<file path="src/rtl/ahb_decoder_resp_mux.sv">
// AHB address decoder and slave-response multiplexer with a built-in default
// slave (two-cycle ERROR for unmapped space) and a stalled-slave watchdog.
module ahb_decoder_resp_mux #(
    parameter int unsigned DW      = 32,
    parameter int unsigned TIMEOUT = 16
) (
    input  logic            hclk,
    input  logic            hreset,
    input  logic [31:0]     haddr_mux_out,
    input  logic [1:0]      htrans,
    input  logic [3*DW-1:0] hrdata_s,
    input  logic [2:0]      hready_s,
    input  logic [5:0]      hresp_s,
    output logic [2:0]      hsel,
    output logic [DW-1:0]   hrdata,
    output logic            hready,
    output logic [1:0]      hresp
);

    localparam int unsigned WDOG_W    = 5;
    localparam logic [WDOG_W-1:0] WDOG_LAST =
        (TIMEOUT == 0) ? '0 : WDOG_W'(TIMEOUT - 1);
    localparam logic [1:0] RESP_OKAY  = 2'b00;
    localparam logic [1:0] RESP_ERROR = 2'b01;

    typedef enum logic [2:0] {
        DSEL_NONE, DSEL_S0, DSEL_S1, DSEL_S2, DSEL_DEF
    } dsel_t;

    typedef enum logic [1:0] {
        ERR_IDLE, ERR_ERR1, ERR_ERR2
    } err_t;

    dsel_t             dsel;
    dsel_t             addr_tgt;
    err_t              err;
    logic [WDOG_W-1:0] wdog;

    logic              slv_active;
    logic              slv_hready;
    logic [1:0]        slv_hresp;
    logic [DW-1:0]     slv_rdata;
    logic              load_def;
    logic              wdog_fire;

    // Only the region bits of the address and the NONSEQ/SEQ bit matter here.
    logic unused_ok;
    assign unused_ok = ^{haddr_mux_out[29:0], htrans[0]};

    // Address-phase decode; deliberately not qualified by htrans.
    always_comb begin
        hsel     = 3'b000;
        addr_tgt = DSEL_DEF;
        case (haddr_mux_out[31:30])
            2'b00: begin hsel = 3'b001; addr_tgt = DSEL_S0; end
            2'b01: begin hsel = 3'b010; addr_tgt = DSEL_S1; end
            2'b10: begin hsel = 3'b100; addr_tgt = DSEL_S2; end
            default: ;
        endcase
    end

    // Response of the slave owning the current data phase.
    always_comb begin
        slv_active = 1'b0;
        slv_hready = 1'b1;
        slv_hresp  = RESP_OKAY;
        slv_rdata  = '0;
        case (dsel)
            DSEL_S0: begin
                slv_active = 1'b1;
                slv_hready = hready_s[0];
                slv_hresp  = hresp_s[1:0];
                slv_rdata  = hrdata_s[0*DW +: DW];
            end
            DSEL_S1: begin
                slv_active = 1'b1;
                slv_hready = hready_s[1];
                slv_hresp  = hresp_s[3:2];
                slv_rdata  = hrdata_s[1*DW +: DW];
            end
            DSEL_S2: begin
                slv_active = 1'b1;
                slv_hready = hready_s[2];
                slv_hresp  = hresp_s[5:4];
                slv_rdata  = hrdata_s[2*DW +: DW];
            end
            default: ;
        endcase
    end

    // The error sequence overrides whatever the data-phase select points at.
    always_comb begin
        hrdata = '0;
        hready = 1'b1;
        hresp  = RESP_OKAY;
        case (err)
            ERR_ERR1: begin
                hready = 1'b0;
                hresp  = RESP_ERROR;
            end
            ERR_ERR2: hresp = RESP_ERROR;
            default: begin
                if (slv_active) begin
                    hrdata = slv_rdata;
                    hready = slv_hready;
                    hresp  = slv_hresp;
                end
            end
        endcase
    end

    assign load_def  = hready && htrans[1] && (addr_tgt == DSEL_DEF);
    // A slave raising hready in the firing cycle wins over the watchdog.
    assign wdog_fire = (TIMEOUT != 0) && (err == ERR_IDLE) && slv_active &&
                       !slv_hready && (wdog == WDOG_LAST);

    always_ff @(posedge hclk) begin
        if (hreset) begin
            dsel <= DSEL_NONE;
            err  <= ERR_IDLE;
            wdog <= '0;
        end else begin
            if (hready) begin
                dsel <= htrans[1] ? addr_tgt : DSEL_NONE;
            end

            case (err)
                ERR_IDLE: if (wdog_fire || load_def) err <= ERR_ERR1;
                ERR_ERR1: err <= ERR_ERR2;
                ERR_ERR2: err <= load_def ? ERR_ERR1 : ERR_IDLE;
                default:  err <= ERR_IDLE;
            endcase

            if (hready || !slv_active || (err != ERR_IDLE)) begin
                wdog <= '0;
            end else begin
                wdog <= wdog + WDOG_W'(1);
            end
        end
    end

endmodule

</file>
<file path="config.mk">
export PLATFORM = sky130hd
export DESIGN_NAME = ahb_decoder_resp_mux
export DESIGN_NICKNAME = d
export VERILOG_FILES = /design/src/rtl/ahb_decoder_resp_mux.sv
export SDC_FILE = /design/constraint.sdc
export NUM_CORES = 1
export LEC_CHECK = 0
export BUFFER_PORTS_ARGS = -buffer_cell sky130_fd_sc_hd__buf_2
export CAP_MARGIN = 5
export CORE_MARGIN = 4
export CORE_UTILIZATION = 37
export CTS_BUF_LIST = sky130_fd_sc_hd__clkbuf_4 sky130_fd_sc_hd__clkbuf_8
export DETAILED_ROUTE_END_ITERATION = 8
export GPL_TIMING_DRIVEN = 0
export PLACE_DENSITY = 0.88
export SLEW_MARGIN = 20
export SYNTH_ARGS = -nofsm -noshare
export SYNTH_HDL_FRONTEND = slang
export SYNTH_SLANG_ARGS = --single-unit
</file>
<file path="constraint.sdc">
create_clock -name hclk -period 6.5 [get_ports hclk]
set_input_delay 1.95 -clock hclk [delete_from_list [all_inputs] [get_ports hclk]]
set_output_delay 1.95 -clock hclk [all_outputs]
set_load 0.02 [all_outputs]
</file>
Word level (Yosys, flattened, before mapping)
Index checks and enable logic that the tools add are counted.
- input port bits: 141
- bits in read-only memories: 0
- RAM bits: 0
- memories: 0
- latch bits: 0
- register bits after elaboration: 10
- output and inout port bits: 38
- word-level logic and storage cells: 46
- add/sub/neg operators: 1
- equality and inequality tests: 10
- magnitude comparators: 0
- bitwise gates (word level): 0
- reduce and logical (&&, ||, !) cells: 16
- div/mod/pow operators: 0
- shift operators: 0
- mux-type cells: 16
- $mul: 0
- operators with widths (cell ; number):
    $pmux W32 S3 ; 1
    $mux W32 ; 2
    $pmux W3 S3 ; 2
    $pmux W2 S3 ; 2
    $eq A3 B2 Y1 const B ; 2
    $mux W2 ; 3
    $add A5 B1 Y5 const B ; 1
    $eq A5 B4 Y1 const B ; 1
    $logic_and A1 B1 Y1 ; 5
    $eq A2 B1 Y1 const B ; 2
    $eq A2 B2 Y1 const B ; 2
    $logic_not A2 Y1 ; 2
    $reduce_or A2 Y1 ; 2
    $eq A3 B1 Y1 const B ; 1
    $eq A3 B3 Y1 const B ; 1
    $logic_or A1 B1 Y1 ; 3
    $mux W1 ; 3
    $mux W3 ; 1
    $pmux W1 S3 ; 1
    $reduce_or A3 Y1 ; 1
    $logic_not A1 Y1 ; 2
    $ne A2 B1 Y1 const B ; 1
    $pmux W1 S2 ; 1
    $reduce_bool A2 Y1 ; 1

Longest topological paths before layout
- depth after elaboration: 10
- depth in mapped cells: 6
- depth with buffers taken out: 6

Worst setup path after synthesis
Ideal clock, no wire load.
- path type: in2out
- from: in hready_s[2]
- to: out hready
- stages on the path: 2
- arrival: 2.544 ns
- path buffers: 0
- data required time: 4.550 ns
- slack: 2.006 ns
- cells stage by stage: mux2i_1 a221oi_4
- cells in the longest elaborated chain, start to end: 3
- ends and longest elaborated chain (item ; RTL line ; source):
    start: declaration ; 12 ; input logic [2:0] hready_s,
    $pmux W1 S3 ; 68 ; case (dsel)
    $mux W1 ; 103 ; if (slv_active) begin
    $pmux W1 S2 ; 96 ; case (err)
    end: declaration ; 16 ; output logic hready,
No other way between the ends.

Worst setup path in the final report
Same ends and word-level chain as after synthesis.

==> insert_results.sql <==
INSERT INTO impl_metrics (metric_group, metric, value, unit) VALUES
('power_and_ir_drop', 'power-per-cell-area', '227', 'mW/mm²'),
('yosys', 'post_synth_edffs', '0', ''),
('timing', 'fin_crit_sh', '73.8', '%'),
('timing', 'final.hold.worst_slack', '0.448', 'ns'),
('layout', 'final_layout_size_suffix_gt1_share', '44.2', '%'),
('worst_setup_path', 'worst_path_dominant_cell_family', 'compound AO/OA/AOI/OAI gates', ''),
('yosys', 'synth_seq_area_share', '13.2', '%'),
('yosys', 'syn_area', '0.00152', 'mm²'),
('run', 'maxCapViolCount', '0', ''),
('clocking', 'clock_tree.root_cell', 'clkbuf_8', ''),
('worst_setup_path', 'critical_path_buf_inv_count', '2', ''),
('drt', 'route.detailed.wl_per_inst', '12.9', 'µm'),
('layout', 'count_of_non_filler_cells_in_the_finished_layout', '423', ''),
('global_route', 'grt_antenna_before_repair', '0', ''),
('timing', 'fin_crit', '4.80', 'ns'),
('floorplan', 'placementRows', '23', ''),
('timing', 'final.setup_skew', '0.00118', 'ns'),
('drt', 'detailedRoute.firstPassIterationCount', '6', ''),
('yosys', 'synth.avg_cell_area', '6.84', 'µm²'),
('global_route', 'largest_net_degree_at_the_start_of_global_routing', '11', ''),
('clocking', 'tritoncts_clock_tree', 'done', ''),
('timing', 'timing.max_slew.rel_slack', '69.4', '%'),
('worst_setup_path', 'cp_slowest_cell', 'a221oi_4', ''),
('yosys', 'synth_cell_types', '33', ''),
('worst_setup_path', 'crit_path_max_incr_delay', '0.44', 'ns'),
('worst_setup_path', 'timing.rr.start', 'err[0]', ''),
('yosys', 'synth-seq-cells', '10', ''),
('yosys', 'synth.net_count', '374', ''),
('yosys', 'synth_warnings', '0', ''),
('power_and_ir_drop', 'peakVddDrop', '0.000158', 'V'),
('global_route', 'groute.usage.overall', '20.2', '%'),
('layout', 'antenna-diode-count', '0', ''),
('floorplan', 'core-area', '0.00397', 'mm²'),
('timing', 'final-max-slew-violation-count', '0', ''),
('floorplan', 'floorplan.die.height', '72.0', 'µm'),
('worst_setup_path', 'worstSetupEndpointType', 'primary output', ''),
('yosys', 'synth-compound-area-share', '17.3', '%'),
('drt', 'drt_first_iter_violations', '79', ''),
('worst_hold_path', 'timing.hold.worst_path_depth', '1', ''),
('timing', 'setup_slack', '1.70', 'ns'),
('worst_setup_path', 'worst-path-max-fanout', '8', ''),
('layout', 'layout-area-overhead-vs-synth', '56.2', '%'),
('worst_setup_path', 'worstPathArrival', '2.85', 'ns'),
('drt', 'totalWireLength', '5480', 'µm'),
('clocking', 'worst_setup_hold_path_clk_slew', '0.05', 'ns'),
('floorplan', 'dieWidth', '72.0', 'µm'),
('timing', 'timing_worst_slew_pin_value', '0.446', 'ns'),
('drt', 'route.vias.total', '2036', ''),
('floorplan', 'initial_core_util', '38.2', '%'),
('place', 'finalWeightedCongestion', '0.860', ''),
('timing', 'fin_setup_tns', '0', 'ns'),
('run_status', 'run_status', 'finished, final reports clean', ''),
('floorplan', 'die_area', '0.00519', 'mm²'),
('worst_hold_path', 'timing.hold.worst.class', 'flop to flop', ''),
('drt', 'route.detailed.vias_per_inst', '4.81', ''),
('yosys', 'fraction_of_the_mapped_netlist_area_in_adder_cells', '9.07', '%'),
('global_route', 'grt_pass1_wl', '8750', 'µm'),
('yosys', 'synth-async-reset-ratio', '0', '%'),
('yosys', 'post_synth_and_or_nand_nor_area_fraction', '28.4', '%'),
('worst_hold_path', 'hold_end', 'wdog[0]', ''),
('worst_setup_path', 'critical_path_depth', '4', ''),
('place', 'dp_hpwl', '4630', 'µm'),
('global_route', 'grt_total_ovfl', '0', ''),
('place', 'placedCellCount', '419', ''),
('yosys', 'synthesis.instances', '222', ''),
('worst_setup_path', 'crit_path_start_kind', 'primary input', ''),
('worst_setup_path', 'worstReg2RegEnd', 'err[0]', ''),
('worst_setup_path', 'worst_setup_path_type', 'primary input to primary output', ''),
('clocking', 'post_cts_hold_buffer_count', '0', ''),
('clocking', 'cts.path.max_buffers', '2', ''),
('timing', 'grt_setup_unrepaired', 'false', '');
==> per-stage QoR <==
step	area (µm²)	total power, µW	utilization (%)
after global placement	2320	458	58.3
after detailed placement	2320	466	58.3
final	2370	539	59.7
after CTS	2370	545	59.7
after floorplan	1520	344	-
after global routing	2370	589	59.7
==> state kept, by name (all words and copies together) (netlist names) <==
name and cells:
dsel 3, wdog 5, err 2
==> cell usage in the layout (no fill, tap or decap), types with 2 or more instances in the layout <==
| master | synthesis | layout |
|---|---|---|
| nor2_1 | 74 | 74 |
| nor2b_1 | 2 | 2 |
| mux2i_1 | 37 | 37 |
| ha_1 | 11 | 11 |
| dfxtp_1 | 10 | 10 |
| a21oi_1 | 37 | 37 |
| clkbuf_8 | 0 | 4 |
| buf_2 | 6 | 153 |
| buf_1 | 3 | 3 |
| clkbuf_1 | 5 | 5 |
| nand3_1 | 3 | 3 |
| nand2b_1 | 5 | 5 |
| inv_1 | 7 | 7 |
| nand2_1 | 2 | 2 |
==> cells by family (layout without fill, tap and decap cells) <==
logic type      after synthesis  after routing
simple gates                 95             95
flops                        10             10
xor+xnor                      2              2
compound gates               44             44
mux                          37             37
fa+ha+maj                    11             11
buf+inv                      23            174
==> metal layers <==
layer  global-route usage [%]  routed length, µm  vias up
li1                         -                  -     1051
met1                     23.8               2120      881
met2                     35.8               2790       92
met3                     5.26                493       12
met4                     5.64                 83        0
met5                        0                  0        -
==> how the worst max path moves through the flow <==
stage | startpoint | end | slack, ns
floorplan | hready_s[2] | hready | 2.01
global placement | hready_s[2] | hready | 1.73
detailed placement | hready_s[2] | hready | 1.70
CTS | hready_s[2] | hready | 1.70
global route | hready_s[2] | hready | 1.64
finish | hready_s[2] | hready | 1.70
==> layout make-up <==
class                      count  area [µm²]  area share, %
tap                           50        62.6           2.64
multi-input combinational    189        1220           51.5
buffer                        15        67.6           2.85
timing repair buffer         147         736           31.0
inverter                       8        30.0           1.27
clock buffer                   4        55.1           2.32
sequential                    10         200           8.44
==> cell usage after synthesis (2+ instances only) <==
cell type	n	share of area, %
a21oi_1	37	12
nand3_1	3	0.99
dfxtp_1	10	13
nor2b_1	2	0.82
inv_1	7	1.7
mux2i_1	37	24
nand2_1	2	0.49
nor2_1	74	18
clkbuf_1	5	1.2
buf_1	3	0.74
nand2b_1	5	2.1
buf_2	6	2.0
ha_1	11	9.1
==> where the power goes <==
part	leakage, µW	internal, µW	switching (µW)
Sequential	0.0000811	68.2	8.09
Combinational	0.00116	150	236
Clock	0.0000288	53.1	23.1
Total	0.00127	272	267
(Power assumes the default switching activity.)
